$ cat src/rtl/wb_write_arbiter.sv
// Register-file write port arbiter: pipeline WB (1-cycle, no backpressure) vs FIFO-buffered long-latency results (2-cycle min, lu_ready_o low when full).
// stall_o requests a one-cycle WB bubble after STARVE_LIMIT lost cycles; `define WB_SCOREBOARD_EN adds pending_o.
module wb_write_arbiter #(
    parameter int DEPTH        = 4,
    parameter int STARVE_LIMIT = 8
) (
    input  logic                       clk_i,
    input  logic                       rst_i,
    input  logic                       wb_valid_i,
    input  logic [4:0]                 wb_addr_i,
    input  logic [31:0]                wb_data_i,
    input  logic                       lu_valid_i,
    output logic                       lu_ready_o,
    input  logic [4:0]                 lu_addr_i,
    input  logic [31:0]                lu_data_i,
    output logic                       RegWrite_o,
    output logic [4:0]                 WRaddr_o,
    output logic [31:0]                WRdata_o,
    output logic                       stall_o,
    output logic [$clog2(DEPTH+1)-1:0] count_o,
    output logic                       err_o
`ifdef WB_SCOREBOARD_EN
    ,
    output logic [31:0]                pending_o
`endif
);

    localparam int CW = $clog2(DEPTH + 1);
    localparam int PW = $clog2(DEPTH);
    localparam int SW = $clog2(STARVE_LIMIT + 1);
    localparam logic [CW-1:0] FULL = CW'(DEPTH);
    localparam logic [SW-1:0] STARVE_LAST = SW'(STARVE_LIMIT - 1);

    typedef struct packed {
        logic [4:0]  addr;
        logic [31:0] data;
    } entry_t;

    entry_t        mem_q [DEPTH];
    entry_t        mem_d [DEPTH];
    entry_t        head;
    logic [PW-1:0] rd_ptr_q, rd_ptr_d, wr_ptr_q, wr_ptr_d;
    logic [CW-1:0] count_q, count_d;
    logic [SW-1:0] starve_q, starve_d;
    logic          stall_q, stall_d;
    logic          err_q, err_d;
    logic          wr_q, wr_d;
    logic [4:0]    waddr_q, waddr_d;
    logic [31:0]   wdata_q, wdata_d;
    logic          fifo_ne, wb_req, push, pop;

    assign head       = mem_q[rd_ptr_q];
    assign fifo_ne    = (count_q != '0);
    assign lu_ready_o = (count_q != FULL);
    assign wb_req     = wb_valid_i && (wb_addr_i != 5'd0);
    // Writes to r0 complete the handshake but never occupy a slot.
    assign push       = lu_valid_i && lu_ready_o && (lu_addr_i != 5'd0);

    always_comb begin
        pop      = 1'b0;
        wr_d     = 1'b0;
        waddr_d  = waddr_q;
        wdata_d  = wdata_q;
        err_d    = err_q;
        stall_d  = 1'b0;
        starve_d = starve_q;

        if (stall_q && fifo_ne) begin
            pop = 1'b1;
        end else if (wb_req) begin
            wr_d    = 1'b1;
            waddr_d = wb_addr_i;
            wdata_d = wb_data_i;
        end else if (fifo_ne) begin
            pop = 1'b1;
        end

        if (pop) begin
            wr_d    = 1'b1;
            waddr_d = head.addr;
            wdata_d = head.data;
        end

        if (stall_q && wb_req) begin
            err_d = 1'b1;
        end

        // Reaching here with a non-empty FIFO and no pop means the pipeline won.
        if (!fifo_ne || pop) begin
            starve_d = '0;
        end else if (starve_q == STARVE_LAST) begin
            starve_d = '0;
            stall_d  = 1'b1;
        end else begin
            starve_d = starve_q + SW'(1);
        end

        mem_d = mem_q;
        if (push) begin
            mem_d[wr_ptr_q] = '{addr: lu_addr_i, data: lu_data_i};
        end
        wr_ptr_d = wr_ptr_q + PW'(push);
        rd_ptr_d = rd_ptr_q + PW'(pop);
        count_d  = count_q + CW'(push) - CW'(pop);
    end

    always_ff @(posedge clk_i or posedge rst_i) begin
        if (rst_i) begin
            for (int i = 0; i < DEPTH; i++) begin
                mem_q[i] <= '0;
            end
            rd_ptr_q <= '0;
            wr_ptr_q <= '0;
            count_q  <= '0;
            starve_q <= '0;
            stall_q  <= 1'b0;
            err_q    <= 1'b0;
            wr_q     <= 1'b0;
            waddr_q  <= '0;
            wdata_q  <= '0;
        end else begin
            mem_q    <= mem_d;
            rd_ptr_q <= rd_ptr_d;
            wr_ptr_q <= wr_ptr_d;
            count_q  <= count_d;
            starve_q <= starve_d;
            stall_q  <= stall_d;
            err_q    <= err_d;
            wr_q     <= wr_d;
            waddr_q  <= waddr_d;
            wdata_q  <= wdata_d;
        end
    end

    assign RegWrite_o = wr_q;
    assign WRaddr_o   = waddr_q;
    assign WRdata_o   = wdata_q;
    assign stall_o    = stall_q;
    assign count_o    = count_q;
    assign err_o      = err_q;

`ifdef WB_SCOREBOARD_EN
    logic [CW-1:0] pend_q [32];
    logic [CW-1:0] pend_d [32];

    always_comb begin
        pending_o = '0;
        for (int r = 0; r < 32; r++) begin
            pend_d[r] = pend_q[r];
            if (push && (lu_addr_i == 5'(r))) begin
                pend_d[r] = pend_d[r] + CW'(1);
            end
            if (pop && (head.addr == 5'(r))) begin
                pend_d[r] = pend_d[r] - CW'(1);
            end
            pending_o[r] = (r != 0) && (pend_q[r] != '0);
        end
    end

    always_ff @(posedge clk_i or posedge rst_i) begin
        if (rst_i) begin
            for (int r = 0; r < 32; r++) begin
                pend_q[r] <= '0;
            end
        end else begin
            pend_q <= pend_d;
        end
    end
`endif

endmodule

$ cat config.mk
export PLATFORM = sky130hd
export DESIGN_NAME = wb_write_arbiter
export DESIGN_NICKNAME = d
export VERILOG_FILES = /design/src/rtl/wb_write_arbiter.sv
export SDC_FILE = /design/constraint.sdc
export NUM_CORES = 1
export LEC_CHECK = 0
export CAP_MARGIN = 20
export CORE_AREA = 2 2 133 199
export CTS_BUF_LIST = sky130_fd_sc_hd__clkbuf_16
export CTS_CLUSTER_SIZE = 30
export DETAILED_ROUTE_END_ITERATION = 12
export DIE_AREA = 0 0 135 201
export PLACE_DENSITY = 0.59
export SLEW_MARGIN = 15
export SYNTH_ARGS = -nofsm -noshare
export SYNTH_HDL_FRONTEND = slang
export SYNTH_SLANG_ARGS = --single-unit
export TNS_END_PERCENT = 50
$ cat constraint.sdc
create_clock -name clk_i -period 7.62 [get_ports clk_i]
set_input_delay 1.524 -clock clk_i [delete_from_list [all_inputs] [get_ports clk_i]]
set_output_delay 1.524 -clock clk_i [all_outputs]
set_load 0.03 [all_outputs]
==> results of run 1 <==
==> worst paths after layout <==
path,startpoint,to,slack [ns],cells past startpoint
max,wb_addr_i[4],count_o[2],3.58,11
min,starve_q[3],stall_o,0.49,1
max reg2reg,stall_o,count_o[2],4.75,10
min reg2reg,starve_q[3],stall_o,0.49,1
max in group asynchronous,rst_i,mem_q[136],4.44,3
min in group asynchronous,rst_i,WRdata_o[6],1.63,2
==> critical path, delay by kind of cell <==
kind	cells	cell delay, ns
AO/OA/AOI/OAI	1	0.84
XOR/XNOR	2	0.27
adder cells (fa/ha/maj)	3	0.84
buffers and inverters	3	0.59
AND/OR/NAND/NOR	2	0.28
==> sequential cells by signal, summed over array words and instances (netlist names) <==
signal / count
RegWrite_o: 1
WRaddr_o: 5
err_o: 1
starve_q: 4
stall_o: 1
WRdata_o: 32
rd_ptr_q: 2
mem_q: 148
count_o: 3
wr_ptr_q: 2
==> power breakdown <==
group          internal, mW  leakage (nW)  switching [mW]
clock                 0.425         0.253           0.423
sequential             1.58          2.37           0.342
combinational          1.04          1.72           0.803
==> layout make-up <==
type / instances / share of cell area (%)
Antenna cell: 1 / 0.0234
Inverter: 8 / 0.351
Tap cell: 333 / 3.89
Timing Repair Buffer: 126 / 11.7
Clock inverter: 15 / 1.11
Multi-Input combinational cell: 299 / 32.5
Clock buffer: 17 / 3.97
Sequential cell: 199 / 46.5
==> through the flow <==
step | cell area, sq um | util [%]
floorplan | 8750 | -
global route | 10700 | 41.9
finish | 10700 | 41.9
CTS | 10700 | 41.8
global placement | 10200 | 39.7
detailed placement | 10200 | 39.7
==> metal layers <==
layer	up-vias	share of wire, %
li1	2279	-
met1	2750	41
met2	82	54
met3	28	2.6
met4	0	2.3
met5	-	0
==> synth_stat cells (2+ instances only) <==
library cell  count  share of area [%]
dfrtp_1         199                 57
ha_1              5               0.72
nor2_1            8               0.34
nor3_1            4               0.23
o211a_1           2               0.23
a221o_1          37                4.2
mux4_2           37                9.5
mux2_2           45                5.8
xor2_1            2               0.20
clkbuf_1         16               0.69
xnor2_1           3               0.30
inv_1             8               0.34
buf_6             6               0.77
or3_1             2               0.14
nand3b_2          2               0.26
nor3b_1          37                3.2
buf_4             3               0.26
mux2_1          103                 13
buf_8             6                1.0
buf_2             7               0.40
==> cells by family after synthesis <==
group | Yosys count | share of synthesized area, %
DFF | 199 | 56.9
muxes | 185 | 28.6
buffers and inverters | 46 | 3.49
AOI/OAI and AO/OA | 42 | 4.66
and+or+nand+nor | 61 | 4.91
adders and majority gates | 6 | 0.944
xor gates and xnor gates | 5 | 0.501
==> results.json, run 1 <==
{
  "outcome": "complete, no violations",
  "rsz0062_at_grt": "false",
  "syn2layout_area_growth_pct": 22.4,
  "avgSynthCellArea_sq_um": 16.1,
  "finalHoldViolCount": 0,
  "cp-end-kind": "register",
  "cp_cell_sequence": "clkdlybuf4s50_1 -> or3_1 -> o211a_2 -> nor2_1 -> ha_1 -> inv_1 -> ha_1 -> inv_1 -> fa_1 -> xnor2_1 -> xnor2_1",
  "n_fill_cell": 2357,
  "synth_edf_count": 0,
  "overflow": 0,
  "synth-seq-cells": 199,
  "cts_sinks": 199,
  "startpoint_type": "primary input",
  "grtUsageTotal_pct": 16.2,
  "syn_area_sq_um": 8750,
  "synthesis.instances": 544,
  "path_class": "in -> reg",
  "worstPathMaxFanout": 38,
  "num_rows": 72,
  "relSlewSlack_pct": 26.5,
  "p_leak_nw": 4.35,
  "via_per_inst": 5.15,
  "worstHoldPathType": "reg -> reg",
  "multiInputGateArea_sq_um": 3480,
  "yosys_warnings": 0,
  "layout.area.seq_sq_um": 4980,
  "worst_slack_ns": 3.58,
  "synth_flop_cell": "dfrtp_1",
  "grt_use_met2_pct": 28.8,
  "synth_cell_type_count": 32,
  "post_cts_buffers": 0,
  "ant_nets": 0,
  "routed-via-count": 5139,
  "pre_cts_ws_ns": 3.08,
  "crit_required_ns": 7.94,
  "grt_use_met1_pct": 19.4,
  "dp.cells": 965,
  "ys_seq_area_share_pct": 56.9,
  "ioPinCount": 122,
  "setup_viol": 0,
  "slowest_delay_ns": 0.84,
  "drtPass1Iterations": 4,
  "drc": 0,
  "wl_per_cell_um": 20.6,
  "syn-num-nets": 628,
  "global_route.peak_usage_layer": "met2",
  "arrival_ns": 4.36,
  "holdWs_ns": 0.488,
  "finalCriticalPeriod_ns": 4.04,
  "clk_latency_ns": 0.44,
  "htreeDepth": 4,
  "peakVddDrop_mv": 0.182,
  "fin_skew_ns": 0.00890,
  "final_nets": 735,
  "gp_congestion": 0.718,
  "die_x_um": 135,
  "die_area_sq_um": 27100,
  "power.density_nw_per_um2": 431,
  "antenna_found_initial": 1,
  "grt_pass1_wl_um": 33600,
  "dp_hpwl_um": 13000,
  "fmax_mhz": 248,
  "cts-buffers-inserted": 17,
  "drv_cap": 0,
  "drtIter0Drc": 336,
  "grt_use_met3_pct": 2.85,
  "drv_slew": 0,
  "hold_buffers": 0,
  "final_cell_mix": "197 x dfrtp_1, 121 x clkdlybuf4s50_1, 103 x mux2_1, 45 x mux2_2",
  "coreArea_sq_um": 25600,
  "min_period_over_period_pct": 53.0,
  "port_buffers": 121,
  "clockRootBuffer": "clkbuf_16",
  "worst_slew_pin_slew_ns": 1.10,
  "path_clk_slew_ns": 0.08,
  "setup-tns-final_ns": 0,
  "cts_tree": "built",
  "grt_max_degree": 129,
  "initial_core_util_pct": 34.2,
  "ctsResizeCount": 0,
  "drive_gt1_share_pct": 19.6,
  "cts_buffer_depth": 2,
  "first_global_vias": 5872,
  "synth-async-reset-ratio_pct": 100,
  "layoutNonFillerInstCount": 998,
  "wl_um": 20600,
  "layout_commonest_cell": "dfrtp_1",
  "slowest_stage": "o211a_2",
  "chipHeight_um": 201,
  "p_total_mw": 4.62
}
No activity file was read; power rests on OpenSTA's default activity.
==> inputs of run 2 (changes only) <==
==> constraint.sdc (replaced) <==
create_clock -name clk_i -period 3.8 [get_ports clk_i]
set_input_delay 0.76 -clock clk_i [delete_from_list [all_inputs] [get_ports clk_i]]
set_output_delay 0.76 -clock clk_i [all_outputs]
set_load 0.03 [all_outputs]
==> run 2 against run 1 <==
Effect of this change:
- clock power increased by 90%
- die area stayed put
- sequential share of layout area is 0.84 points lower
- cell count grew 1.1%
- via count is 2.5% higher
- critical path type unchanged
- largest power group unchanged
- highest routed layer unchanged
==> results.json, run 2 (synthesized netlist as in run 1, its figures left out) <==
{
  "outcome": "complete, no violations",
  "layout.area.seq_sq_um": 4980,
  "drc": 0,
  "cts_buffer_depth": 2,
  "fmax_mhz": 331,
  "drv_slew": 0,
  "rsz0062_at_grt": "false",
  "dp_hpwl_um": 14200,
  "peakVddDrop_mv": 0.337,
  "die_x_um": 135,
  "wl_um": 21500,
  "via_per_inst": 5.22,
  "path_clk_slew_ns": 0.07,
  "clockRootBuffer": "clkbuf_16",
  "holdWs_ns": 0.489,
  "grt_max_degree": 51,
  "final_cell_mix": "197 x dfrtp_1, 121 x clkdlybuf4s50_1, 103 x mux2_1, 45 x mux2_2",
  "wl_met1_um": 8620,
  "finalCriticalPeriod_ns": 3.02,
  "worstPathMaxFanout": 6,
  "power.density_nw_per_um2": 853,
  "die_area_sq_um": 27100,
  "ff2ff_path_depth": 10,
  "cp-end-kind": "register",
  "p_leak_nw": 4.46,
  "min_period_over_period_pct": 79.5,
  "htreeDepth": 4,
  "multiInputGateArea_sq_um": 3480,
  "ant_nets": 0,
  "cts_tree": "built",
  "routed-via-count": 5270,
  "first_global_vias": 6099,
  "setup-tns-final_ns": 0,
  "grt_pass1_wl_um": 34800,
  "finalHoldViolCount": 0,
  "cts-buffers-inserted": 17,
  "path_class": "in -> reg",
  "layout_commonest_cell": "dfrtp_1",
  "ioPinCount": 122,
  "final_nets": 748,
  "ctsResizeCount": 0,
  "post_cts_buffers": 0,
  "drive_gt1_share_pct": 20.6,
  "gp_congestion": 0.726,
  "arrival_ns": 3.38,
  "chipHeight_um": 201,
  "antenna_found_initial": 1,
  "crit_required_ns": 4.16,
  "clk_latency_ns": 0.43,
  "n_fill_cell": 2385,
  "hold_buffers": 0,
  "holdPathStages": 1,
  "initial_core_util_pct": 34.2,
  "fin_skew_ns": 0.0102,
  "coreArea_sq_um": 25600,
  "cts_sinks": 199,
  "highest_layer": "met4",
  "drv_cap": 0,
  "wl_met3_um": 519,
  "wl_met2_um": 12100,
  "worstHoldPathType": "reg -> reg",
  "port_buffers": 121,
  "wl_per_cell_um": 21.3,
  "drtPass1Iterations": 7,
  "grtUsageTotal_pct": 16.8,
  "top_register": "mem_q",
  "relSlewSlack_pct": 25.7,
  "setup_viol": 0,
  "largest_reg_flops": 148,
  "drtIter0Drc": 265,
  "num_rows": 72,
  "syn2layout_area_growth_pct": 24.7,
  "worst_slew_pin_slew_ns": 1.11,
  "startpoint_type": "primary input",
  "overflow": 0,
  "rrSetupSlack_ns": 1.25
}
-- run 2: area by class of cell --
cell class | instances | area share, %
diodes | 1 | 0.0229
well taps | 333 | 3.82
clock inverters | 13 | 0.769
flip-flops and latches | 199 | 45.7
repair buffers | 139 | 13.6
inverters | 8 | 0.310
multi-input cells | 299 | 31.9
clock buffers | 17 | 3.90
-- run 2: worst max-delay path: stages --
cell             delay [ns]
clkdlybuf4s50_1        0.47
or4_1                  0.54
o211a_1                0.35
inv_1                  0.11
ha_1                   0.23
inv_1                  0.06
ha_1                   0.13
inv_1                  0.05
fa_1                   0.37
xnor2_1                0.18
xnor2_1                0.14
-- run 2: through the flow --
step           instance area (sq um)  worst slack, ns  cells  utilization (%)  total power [mW]
2_1_floorplan                   8750            0.466    544                -              6.48
3_3_place_gp                   10400            0.358    976             40.5              7.57
3_5_place_dp                   10400            0.321    976             40.5              7.79
4_1_cts                        10900            0.777   1006             42.5              9.44
5_1_grt                        10900            0.683   1009             42.6              9.90
6_report                       10900            0.780   1009             42.6              9.30
-- run 2: report_power, final --
group          switching, mW  total (mW)  internal, mW
clock network          0.787        1.61         0.827
registers              0.720        3.90          3.18
logic                   1.62        3.79          2.17
total                   3.13        9.30          6.17
-- run 2: worst paths after layout --
| check | endpoint | start |
|---|---|---|
| setup / recovery | count_o[2] | lu_addr_i[1] |
| hold / removal | mem_q[38] | mem_q[38] |
| setup reg to reg | count_o[2] | count_o[1] |
| hold reg to reg | mem_q[38] | mem_q[38] |
| max in group asynchronous | mem_q[115] | rst_i |
| min in group asynchronous | mem_q[55] | rst_i |
-- run 2: metal layers --
metal | GRT usage [%] | vias up
li1 | - | 2293
met2 | 30.7 | 83
met1 | 20.0 | 2873
met5 | 0 | -
met4 | 5.92 | 0
met3 | 2.20 | 21
==> inputs of run 3 (changes only) <==
==> constraint.sdc (replaced) <==
create_clock -name clk_i -period 3 [get_ports clk_i]
set_input_delay 0.6 -clock clk_i [delete_from_list [all_inputs] [get_ports clk_i]]
set_output_delay 0.6 -clock clk_i [all_outputs]
set_load 0.03 [all_outputs]
==> run 3 against run 2 <==
Effect of this change:
- register-to-register slack lost 0.65 ns
- clock power up 43%
- clock-buffer cell count is the same
- power up 30%
- combinational power grew 32%
- wire length is 2.3% lower
- utilization is 0.68 points higher
- via count shrank 0.74%
- clock skew grew 0.00096 ns
==> results.json, run 3 (synthesized netlist as in run 1, its figures left out) <==
{
  "routed-via-count": 5231,
  "grtUsageTotal_pct": 16.4,
  "via_per_inst": 5.13,
  "hold_buffers": 0,
  "drtIter0Drc": 218,
  "ioPinCount": 122,
  "num_rows": 72,
  "coreArea_sq_um": 25600,
  "port_buffers": 121,
  "outcome": "complete, no violations",
  "power_switching_mw": 3.96,
  "grt_max_degree": 75,
  "htreeDepth": 4,
  "finalCriticalPeriod_ns": 2.66,
  "ctsResizeCount": 0,
  "die_area_sq_um": 27100,
  "min_period_over_period_pct": 88.8,
  "wl_um": 21000,
  "p_leak_nw": 4.56,
  "syn2layout_area_growth_pct": 26.7,
  "worstPathMaxFanout": 2,
  "post_cts_buffers": 0,
  "final_nets": 758,
  "largest_reg_flops": 148,
  "drtPass1Iterations": 5,
  "slowest_delay_ns": 0.43,
  "pwr-share-clk_pct": 19.0,
  "worst_slew_pin_slew_ns": 1.06,
  "dp_hpwl_um": 14100,
  "setup_viol": 0,
  "n_fill_cell": 2321,
  "clockRootBuffer": "clkbuf_16",
  "layoutNonFillerInstCount": 1020,
  "power_switching_share_pct": 32.7,
  "holdPathStages": 1,
  "layout_commonest_cell": "dfrtp_1",
  "cts_sinks": 199,
  "cp_cell_sequence": "clkdlybuf4s50_1 -> or3_1 -> o211a_2 -> nor2_1 -> ha_1 -> inv_1 -> ha_1 -> inv_1 -> fa_1 -> xnor2_1 -> xnor2_1",
  "chipHeight_um": 201,
  "clk_latency_ns": 0.43,
  "initial_core_util_pct": 34.2,
  "overflow": 0,
  "rsz0062_at_grt": "false",
  "grt_pass1_wl_um": 34000,
  "path_class": "in -> reg",
  "internal_power_mw": 8.15,
  "dp.cells": 988,
  "final_cell_mix": "197 x dfrtp_1, 121 x clkdlybuf4s50_1, 103 x mux2_1, 45 x mux2_2",
  "gp_congestion": 0.775,
  "peakVddDrop_mv": 0.464,
  "first_global_vias": 6153,
  "ff2ff_path_depth": 10,
  "path_clk_slew_ns": 0.07,
  "drv_slew": 0,
  "drv_cap": 0,
  "drive_gt1_share_pct": 21.9,
  "finalHoldViolCount": 0,
  "power_frac_comb_pct": 41.3,
  "fmax_mhz": 375,
  "utilization_pct": 43.3,
  "seq_power_share_pct": 39.7,
  "slowest_stage": "clkdlybuf4s50_1",
  "power.density_nw_per_um2": 1090,
  "startpoint_type": "primary input",
  "arrival_ns": 2.97,
  "die_x_um": 135,
  "drc": 0,
  "cp-end-kind": "register",
  "cts-buffers-inserted": 17,
  "crit_required_ns": 3.31,
  "cts_tree": "built",
  "fin_skew_ns": 0.0112,
  "ant_nets": 0,
  "worstHoldPathType": "reg -> reg",
  "antenna_found_initial": 1,
  "wl_per_cell_um": 20.6,
  "top_register": "mem_q",
  "cts_buffer_depth": 2,
  "relSlewSlack_pct": 29.2
}
run 3: cell types whose count changed in the layout (fill, tap and decap cells not counted):
cell        change
buf_4           +8
buf_12          +2
clkinv_1        +1
inv_6           -2
bufinv_16       +3
inv_1           -1
clkinv_4        +2
clkinvlp_4      -2
run 3: final cells by class:
type / instances / area [sq um] / share of cell area [%]
diodes: 1 / 2.50 / 0.0226
clock buffers: 17 / 425 / 3.84
clock inverters: 14 / 159 / 1.43
inverters: 8 / 33.8 / 0.305
multi-input cells: 299 / 3480 / 31.4
flip-flops and latches: 199 / 4980 / 45.0
well taps: 333 / 417 / 3.76
repair buffers: 149 / 1580 / 14.3
run 3: path summary, 6_finish.rpt:
check | endpoint | slack [ns] | start
min | mem_q[68] | 0.48 | mem_q[68]
max in group asynchronous | rd_ptr_q[0] | 1.69 | rst_i
max | count_o[2] | 0.34 | wb_addr_i[4]
min in group asynchronous | mem_q[63] | 0.56 | rst_i
max reg2reg | count_o[2] | 0.60 | count_o[1]
min reg2reg | mem_q[68] | 0.48 | mem_q[68]
run 3: power groups by stage:
stage	Clock, mW	Combinational, mW	Sequential [mW]
after floorplan	0	3.10	5.11
after global placement	0	4.94	4.73
after detailed placement	0	5.08	4.86
after CTS	2.36	5.10	4.82
after global routing	2.51	5.36	4.98
final	2.30	5.00	4.80
run 3: critical path, delay by kind of cell:
kind / cells / cell delay [ns]
adder cells (fa/ha/maj): 3 / 0.75
buffers and inverters: 3 / 0.54
AND/OR/NAND/NOR: 2 / 0.54
XOR/XNOR: 2 / 0.28
AO/OA/AOI/OAI: 1 / 0.26
run 3: metal layers:
layer | global-route usage [%] | up-vias | routed length [um]
met5 | 0 | - | 0
met4 | 6.29 | 0 | 503
met3 | 2.85 | 25 | 546
met2 | 29.5 | 90 | 11300
met1 | 19.2 | 2794 | 8690
li1 | - | 2322 | -
run 3: metrics by stage:
stage	setup TNS (ns)	setup slack, ns	cell area (sq um)	power (mW)	hold WS, ns
final	0	0.335	11100	12.1	0.484
after global routing	0	0.194	11100	12.8	0.503
after CTS	0	0.340	11100	12.3	0.490
after detailed placement	-0.116	-0.116	10500	9.95	0.475
after global placement	-0.0349	-0.0349	10500	9.67	0.450
after floorplan	-34.70	-0.174	8750	8.21	0.440
